`src/rtl/matrix_loader.sv`:
```
// Purpose : assembles a byte stream into a packed NxN (N=2..5) signed-int8 matrix bus.
// Latency : start -> in_ready 1 cycle; last accepted byte -> out_valid 1 cycle (min A+1 from start).
// Backpr. : in_ready only in LOAD; the matrix is held frozen in DONE until out_ready.
//
// Ports:
//   clk, rst            rising-edge clock, asynchronous active-high reset
//   start, matrix_size  load request; the size code is latched when start is taken in IDLE
//   in_data/in_valid/in_ready          row-major element stream
//   matrix_A/matrix_size_out/out_valid/out_ready  completed matrix toward the operation stage
//   busy                high in LOAD or DONE
//   error               one-cycle abort pulse on idle timeout
//
// Optional build macro MATRIX_LOADER_TIMEOUT_EN enables the idle timeout (TIMEOUT_CYCLES).
// Without it LOAD waits indefinitely and error is tied 0.
module matrix_loader #(
    parameter int TIMEOUT_CYCLES = 255
) (
    input  logic         clk,
    input  logic         rst,
    input  logic         start,
    input  logic [1:0]   matrix_size,
    input  logic [7:0]   in_data,
    input  logic         in_valid,
    output logic         in_ready,
    output logic [199:0] matrix_A,
    output logic [1:0]   matrix_size_out,
    output logic         out_valid,
    input  logic         out_ready,
    output logic         busy,
    output logic         error
);

    typedef enum logic [1:0] {
        S_IDLE,
        S_LOAD,
        S_DONE
    } state_t;

    state_t     state;
    state_t     state_nxt;
    logic [4:0] count;
    logic [4:0] active;
    logic       accept;
    logic       last_beat;
    logic       timeout_hit;

    always_comb begin
        active = 5'd4;
        case (matrix_size_out)
            2'b00:   active = 5'd4;
            2'b01:   active = 5'd9;
            2'b10:   active = 5'd16;
            default: active = 5'd25;
        endcase
    end

    assign accept    = (state == S_LOAD) && in_valid;
    assign last_beat = accept && (count == active - 5'd1);

`ifdef MATRIX_LOADER_TIMEOUT_EN
    localparam logic [15:0] TIMEOUT_LIM = 16'(TIMEOUT_CYCLES);
    logic [15:0] idle_cnt;
    logic        error_q;

    // Abort on the edge where the idle count would reach the limit, so the
    // error pulse appears exactly TIMEOUT_CYCLES cycles after the last byte.
    assign timeout_hit = (state == S_LOAD) && !accept &&
                         ((idle_cnt + 16'd1) == TIMEOUT_LIM);

    always_ff @(posedge clk or posedge rst) begin
        if (rst) begin
            idle_cnt <= 16'd0;
            error_q  <= 1'b0;
        end else begin
            error_q <= timeout_hit;
            if (state != S_LOAD || accept) begin
                idle_cnt <= 16'd0;
            end else begin
                idle_cnt <= idle_cnt + 16'd1;
            end
        end
    end

    assign error = error_q;
`else
    logic unused_timeout;
    assign unused_timeout = ^(32'(TIMEOUT_CYCLES));
    assign timeout_hit    = 1'b0;
    assign error          = 1'b0;
`endif

    always_ff @(posedge clk or posedge rst) begin
        if (rst) begin
            state <= S_IDLE;
        end else begin
            state <= state_nxt;
        end
    end

    always_comb begin
        state_nxt = state;
        case (state)
            S_IDLE: if (start) state_nxt = S_LOAD;
            S_LOAD: begin
                if (timeout_hit) begin
                    state_nxt = S_IDLE;
                end else if (last_beat) begin
                    state_nxt = S_DONE;
                end
            end
            S_DONE:  if (out_ready) state_nxt = S_IDLE;
            default: state_nxt = S_IDLE;
        endcase
    end

    // Clearing the whole bus at start is what keeps inactive elements zero.
    always_ff @(posedge clk or posedge rst) begin
        if (rst) begin
            matrix_A        <= '0;
            matrix_size_out <= 2'b00;
            count           <= 5'd0;
        end else if (state == S_IDLE && start) begin
            matrix_A        <= '0;
            matrix_size_out <= matrix_size;
            count           <= 5'd0;
        end else if (timeout_hit) begin
            matrix_A <= '0;
            count    <= 5'd0;
        end else if (accept) begin
            matrix_A[{count, 3'b000} +: 8] <= in_data;
            count                          <= count + 5'd1;
        end
    end

    assign in_ready  = (state == S_LOAD);
    assign out_valid = (state == S_DONE);
    assign busy      = (state == S_LOAD) || (state == S_DONE);

endmodule

```
`config.mk`:
```
export PLATFORM = sky130hd
export DESIGN_NAME = matrix_loader
export DESIGN_NICKNAME = d
export VERILOG_FILES = /design/src/rtl/matrix_loader.sv
export SDC_FILE = /design/constraint.sdc
export NUM_CORES = 1
export LEC_CHECK = 0
export ABC_CLOCK_PERIOD_IN_PS = 15400
export CAP_MARGIN = 20
export CORE_UTILIZATION = 54
export CTS_CLUSTER_DIAMETER = 50
export CTS_CLUSTER_SIZE = 12
export DETAILED_ROUTE_END_ITERATION = 7
export PLACE_DENSITY = 0.85
export REMOVE_ABC_BUFFERS = 1
export SYNTH_ARGS = -nofsm -noshare
export SYNTH_HDL_FRONTEND = slang
export SYNTH_SLANG_ARGS = --single-unit
```
`constraint.sdc`:
```
create_clock -name clk -period 15.4 [get_ports clk]
set_input_delay 3.08 -clock clk [delete_from_list [all_inputs] [get_ports clk]]
set_output_delay 3.08 -clock clk [all_outputs]
set_load 0.01 [all_outputs]
```
After elaboration in Yosys (flattened, before gate mapping) --
Cells that the tools add are included. Widths: inputs -> output; s select.
Word-level totals: register bits 209, bits in latches 0, memory bits (writable) 0, memory bits (read-only) 0, input bits 15, output and inout port bits 206, word-level logic and storage cells 35, memories 0
Cells by class: $add $sub $neg 3, $mul 0, divide/modulo/power cells 0, magnitude comparators 0, eq/ne operators 8, shift operators 2, mux-type cells 10, bitwise gates (word level) 0, reduce and logical (&&, ||, !) cells 8
Operators with widths (number):
- $mux 200 | 2
- $bwmux 200 | 1
- $shift 8x10->200 const A | 1
- $shiftx 8x10->200 | 1
- $pmux 5 s3 | 1
- $mux 5 | 2
- $neg 8->10 | 1
- $mux 2 | 3
- $pmux 2 s3 | 1
- $add 5x1->5 const B | 1
- $eq 5x5->1 | 1
- $sub 5x1->5 const B | 1
- $eq 2x1->1 const B | 2
- $eq 2x2->1 const B | 2
- $logic_not 2->1 | 2
- $ne 2x1->1 const B | 2
- $logic_and 1x1->1 | 3
- $reduce_and 3->1 | 1
- $ne 2x2->1 const B | 1
- $reduce_bool 2->1 | 1
- $logic_or 1x1->1 | 1

Depth between registers and ports, before layout --
word-level depth 7, gate-level depth with buffers 10

Least setup slack after synthesis --
Ideal clock, no wire load.
path kind input port to flip-flop, from in start, to reg matrix_A[10], setup time 0.080 ns, arrival time 4.239 ns, data required time 15.320 ns, setup slack 11.081 ns, cell stages on the path 5, path buffers 1, path through and2_1 nor3_1 clkbuf_1 nand4_1 o2bb2ai_1
Between the ends: longest elaborated chain between the ends 2, elaborated cells on any way between the ends 3
Ends and longest elaborated chain:
- from (decl) | RTL line 20 | input logic start,
- $logic_and 1x1->1 * | RTL line 122 | end else if (state == S_IDLE && start) begin
- $mux 200 / $reduce_bool 2->1 (equally long branches)
- to (signal, indexed assignment) | RTL line 130 | matrix_A[{count, 3'b000} +: 8] <= in_data;
- to (decl) | RTL line 25 | output logic [199:0] matrix_A,
Every way passes the cells marked *; elsewhere a longest branch is shown, timed or not. A chain may end at the register's enable or synchronous reset.

Final worst setup path --
from in start, to reg matrix_A[52]
Same word-level chain as after synthesis.

==> summary.txt <==
Run status
  • Status: complete, no violations

Timing
  • Final worst path period share: 0.353
  • Worst slew pin tran: approximately 1.0 ns
  • Fmax: 0.184 GHz
  • Worst relative slew slack: 0.315
  • Final hold vios: 0
  • TNS Setup: 0 ns
  • Final setup fails: 0
  • RSZ-0062 raised after global routing: no
  • Slew Limit Fails: 0
  • Final Skew: 0.00985 ns
  • Final Critical Period: 5.44 ns

Setup path
  • Critical path buffers and inverters: 2
  • CP Depth: 6
  • Critical Path Source: start
  • Crit-path cells: clkdlybuf4s50_1, nand2_4, buf_4, nand2_1, and4b_1, a32o_1
  • CP max-delay cell: buf_4
  • Worst endpoint data arrival time: approximately 6 ns
  • Setup crit end kind: register
  • Worst r2r src: count[0]
  • R2R depth: 5
  • Worst Path Max Fanout: 96
  • Req. time, crit path: around 16 ns
  • Max incr delay on CP: slightly above 0.8 ns
  • Critical path type: in -> reg
  • Startpoint types: input port
  • Top delay family on crit path: buffers and inverters

Final layout
  • Finished Layout Cells: about 1200
  • Layout cells sized above 1: 0.0731
  • Design Area, Final: 12400 sq um
  • Diode count: 0
  • Nets: about 1000
  • Filler cell count: around 1200
  • Layout area overhead: 30.0%

Synthesis
  • Top FF cell, synth: dfrtp_1
  • Ys Warns: 0
  • Distinct cells, synth: 66
  • Post-synth ARST share: 1.00
  • Syn avg cell area: roughly 11 sq um
  • Post-Syn Area: 9520 sq um
  • Mapped Cells: 830
  • Post-synth EDFFs: 0
  • Sequential element share of the synthesized area: 0.549
  • Count of state elements after synthesis: around 210

Die
  • Core Box Area: roughly 17000 sq um
  • I/O pins: 221
  • DIE WIDTH: 135 um
  • Site Rows: between 40 and 50
  • Initial cell density of the core: 0.552
  • Die area: about 18000 sq um
  • Die height: between 100 and 150 um

Power and ir drop
  • Int Pwr: roughly 980 uW
  • Switching Share: 0.359
  • Cell Pwr Density: ~120 nW/um^2
  • Clk pwr share: 0.314
  • Psw: about 550 uW
  • Reg power frac: 0.389
  • Lkg Pwr: 0.00595 uW
  • Maximum vdd ir drop: slightly below 0.0001 V
  • Logic gate share of total power: 0.298

Clock network
  • Setup repair bufs after CTS: 0
  • CTS tree: built
  • Clk root buf: clkbuf_16
  • CTS Hold Buffers Added: 0
  • Num CTS Buffers: 23
  • Clk sinks: 209
  • Clk slew on worst S/H paths: approximately 0.060 ns
  • Bufs on Longest Clock Path: 3
  • Clk Latency, worst-skew pair: 0.50 ns
  • CTS resizes: 0
  • CTS HTree Levels: 1

Routing
  • Via count: roughly 7400
  • Final antenna-violating net count: 0
  • Avg WL per Cell: between 20 and 25 um
  • Initial DRC Count: about 550
  • DRT Pass-1 Iters: 5
  • Routed WL: around 26000 um
  • Post-DR vias/cell: 5.95
  • Drt drc: 0

GRT
  • Initial antenna violation count: 0
  • Tot GR Track Use: 0.296
  • First-pass GRT wire length: just over 40000 um
  • Congestion Overflow GR: 0
  • Vias in the first global route: approximately 7300
  • Largest net degree at the start of global routing: between 100 and 150

Min path
  • Worst hold path depth: 1
  • Worst hold start: matrix_A[15]
  • Hold Crit Class: reg -> reg

Placed design
  • Post-detail-place hpwl: between 15000 and 20000 um
  • DP Cell Count: roughly 1200
  • Placed inst area: roughly 12000 sq um
  • I/O Buffers: 219
  • GP Congestion: 0.904

Run
  • Max_cap viols: 0
synthesized netlist by cell type, types with 12 or more instances:
| library cell | n | share of area |
|---|---|---|
| nand3_1 | 27 | 0.014 |
| nor2_1 | 16 | 0.0063 |
| clkbuf_1 | 36 | 0.014 |
| inv_1 | 33 | 0.013 |
| o32ai_1 | 15 | 0.014 |
| buf_2 | 17 | 0.0089 |
| a22o_1 | 32 | 0.029 |
| mux2i_1 | 124 | 0.13 |
| dfrtp_1 | 209 | 0.55 |
| buf_1 | 12 | 0.0047 |
| nand2_1 | 158 | 0.062 |
| a32o_1 | 23 | 0.024 |
cells by family (layout without fill, tap and decap cells):
family,Yosys count,count (layout),share of synthesized area
buffers and inverters,106,288,0.0477
AND/OR/NAND/NOR,263,263,0.140
AO/OA/AOI/OAI,109,109,0.110
flip-flops,209,209,0.549
XOR/XNOR,6,6,0.00552
adder cells (fa/ha/maj),10,10,0.0131
other,1,1,0.000394
multiplexers,126,126,0.134
final cells by class:
| class | instances | area, sq um | share of cell area |
|---|---|---|---|
| clock buffers | 24 | 589 | 0.0476 |
| clock inverters | 4 | 37.5 | 0.00303 |
| inverters | 34 | 135 | 0.0109 |
| multi-input cells | 515 | 3860 | 0.312 |
| flip-flops and latches | 209 | 5230 | 0.422 |
| well taps | 225 | 282 | 0.0227 |
| repair buffers | 226 | 2240 | 0.181 |
stage by stage:
| step | power (uW) | utilization | hold WS, ns | worst slack [ns] |
|---|---|---|---|---|
| 2_1_floorplan | 893 | - | 0.486 | 6.61 |
| 3_3_place_gp | 1040 | 0.682 | 0.473 | 9.55 |
| 3_5_place_dp | 1050 | 0.682 | 0.473 | 9.51 |
| 4_1_cts | 1530 | 0.718 | 0.495 | 10.01 |
| 5_1_grt | 1590 | 0.718 | 0.512 | 9.81 |
| 6_report | 1530 | 0.718 | 0.497 | 9.96 |
metal layers:
layer,wire length [um],vias up,share of wire,GRT usage
met3,2630,62,0.10,0.0691
met5,0,-,0,0
met4,675,0,0.026,0.0930
met1,10800,3672,0.41,0.411
met2,12300,354,0.47,0.462
li1,-,3269,-,-
cell usage in the layout (no fill, tap or decap), types with 3 or more instances in the layout:
cell type,instances
nor2_1,16
and2_1,10
o2bb2ai_1,8
and4_1,6
nand3b_1,3
nand3_2,5
clkdlybuf4s50_1,219
a22o_1,32
inv_1,32
xor2_1,3
o21ai_0,3
a31oi_2,5
ha_1,10
a32o_1,23
mux2i_1,124
clkbuf_16,23
nor2b_1,3
nand2_1,157
nand4_4,3
nand4_1,4
dfrtp_1,209
buf_4,7
nand3_1,27
o32ai_1,15
and3_1,5
path summary, 6_finish.rpt:
check                           endpoint  slack (ns)
setup / recovery            matrix_A[52]        9.96
hold / removal              matrix_A[15]        0.50
hold reg to reg             matrix_A[15]        0.50
max in group asynchronous  matrix_A[120]       10.75
min in group asynchronous  matrix_A[143]        3.16
setup reg to reg           matrix_A[102]       11.92
sequential cells by signal, summed over array words and instances, names as in the netlist:
register	flops
matrix_A	200
count	5
matrix_size_out	2
state	2
power groups by stage:
| stage | Sequential (uW) | Combinational [uW] | Clock [uW] |
|---|---|---|---|
| 2_1_floorplan | 605 | 288 | 0 |
| 3_3_place_gp | 603 | 441 | 0 |
| 3_5_place_dp | 603 | 449 | 0 |
| 4_1_cts | 594 | 452 | 487 |
| 5_1_grt | 597 | 487 | 505 |
| 6_report | 595 | 455 | 480 |
Note: power is estimated with default switching activity, not from simulation.
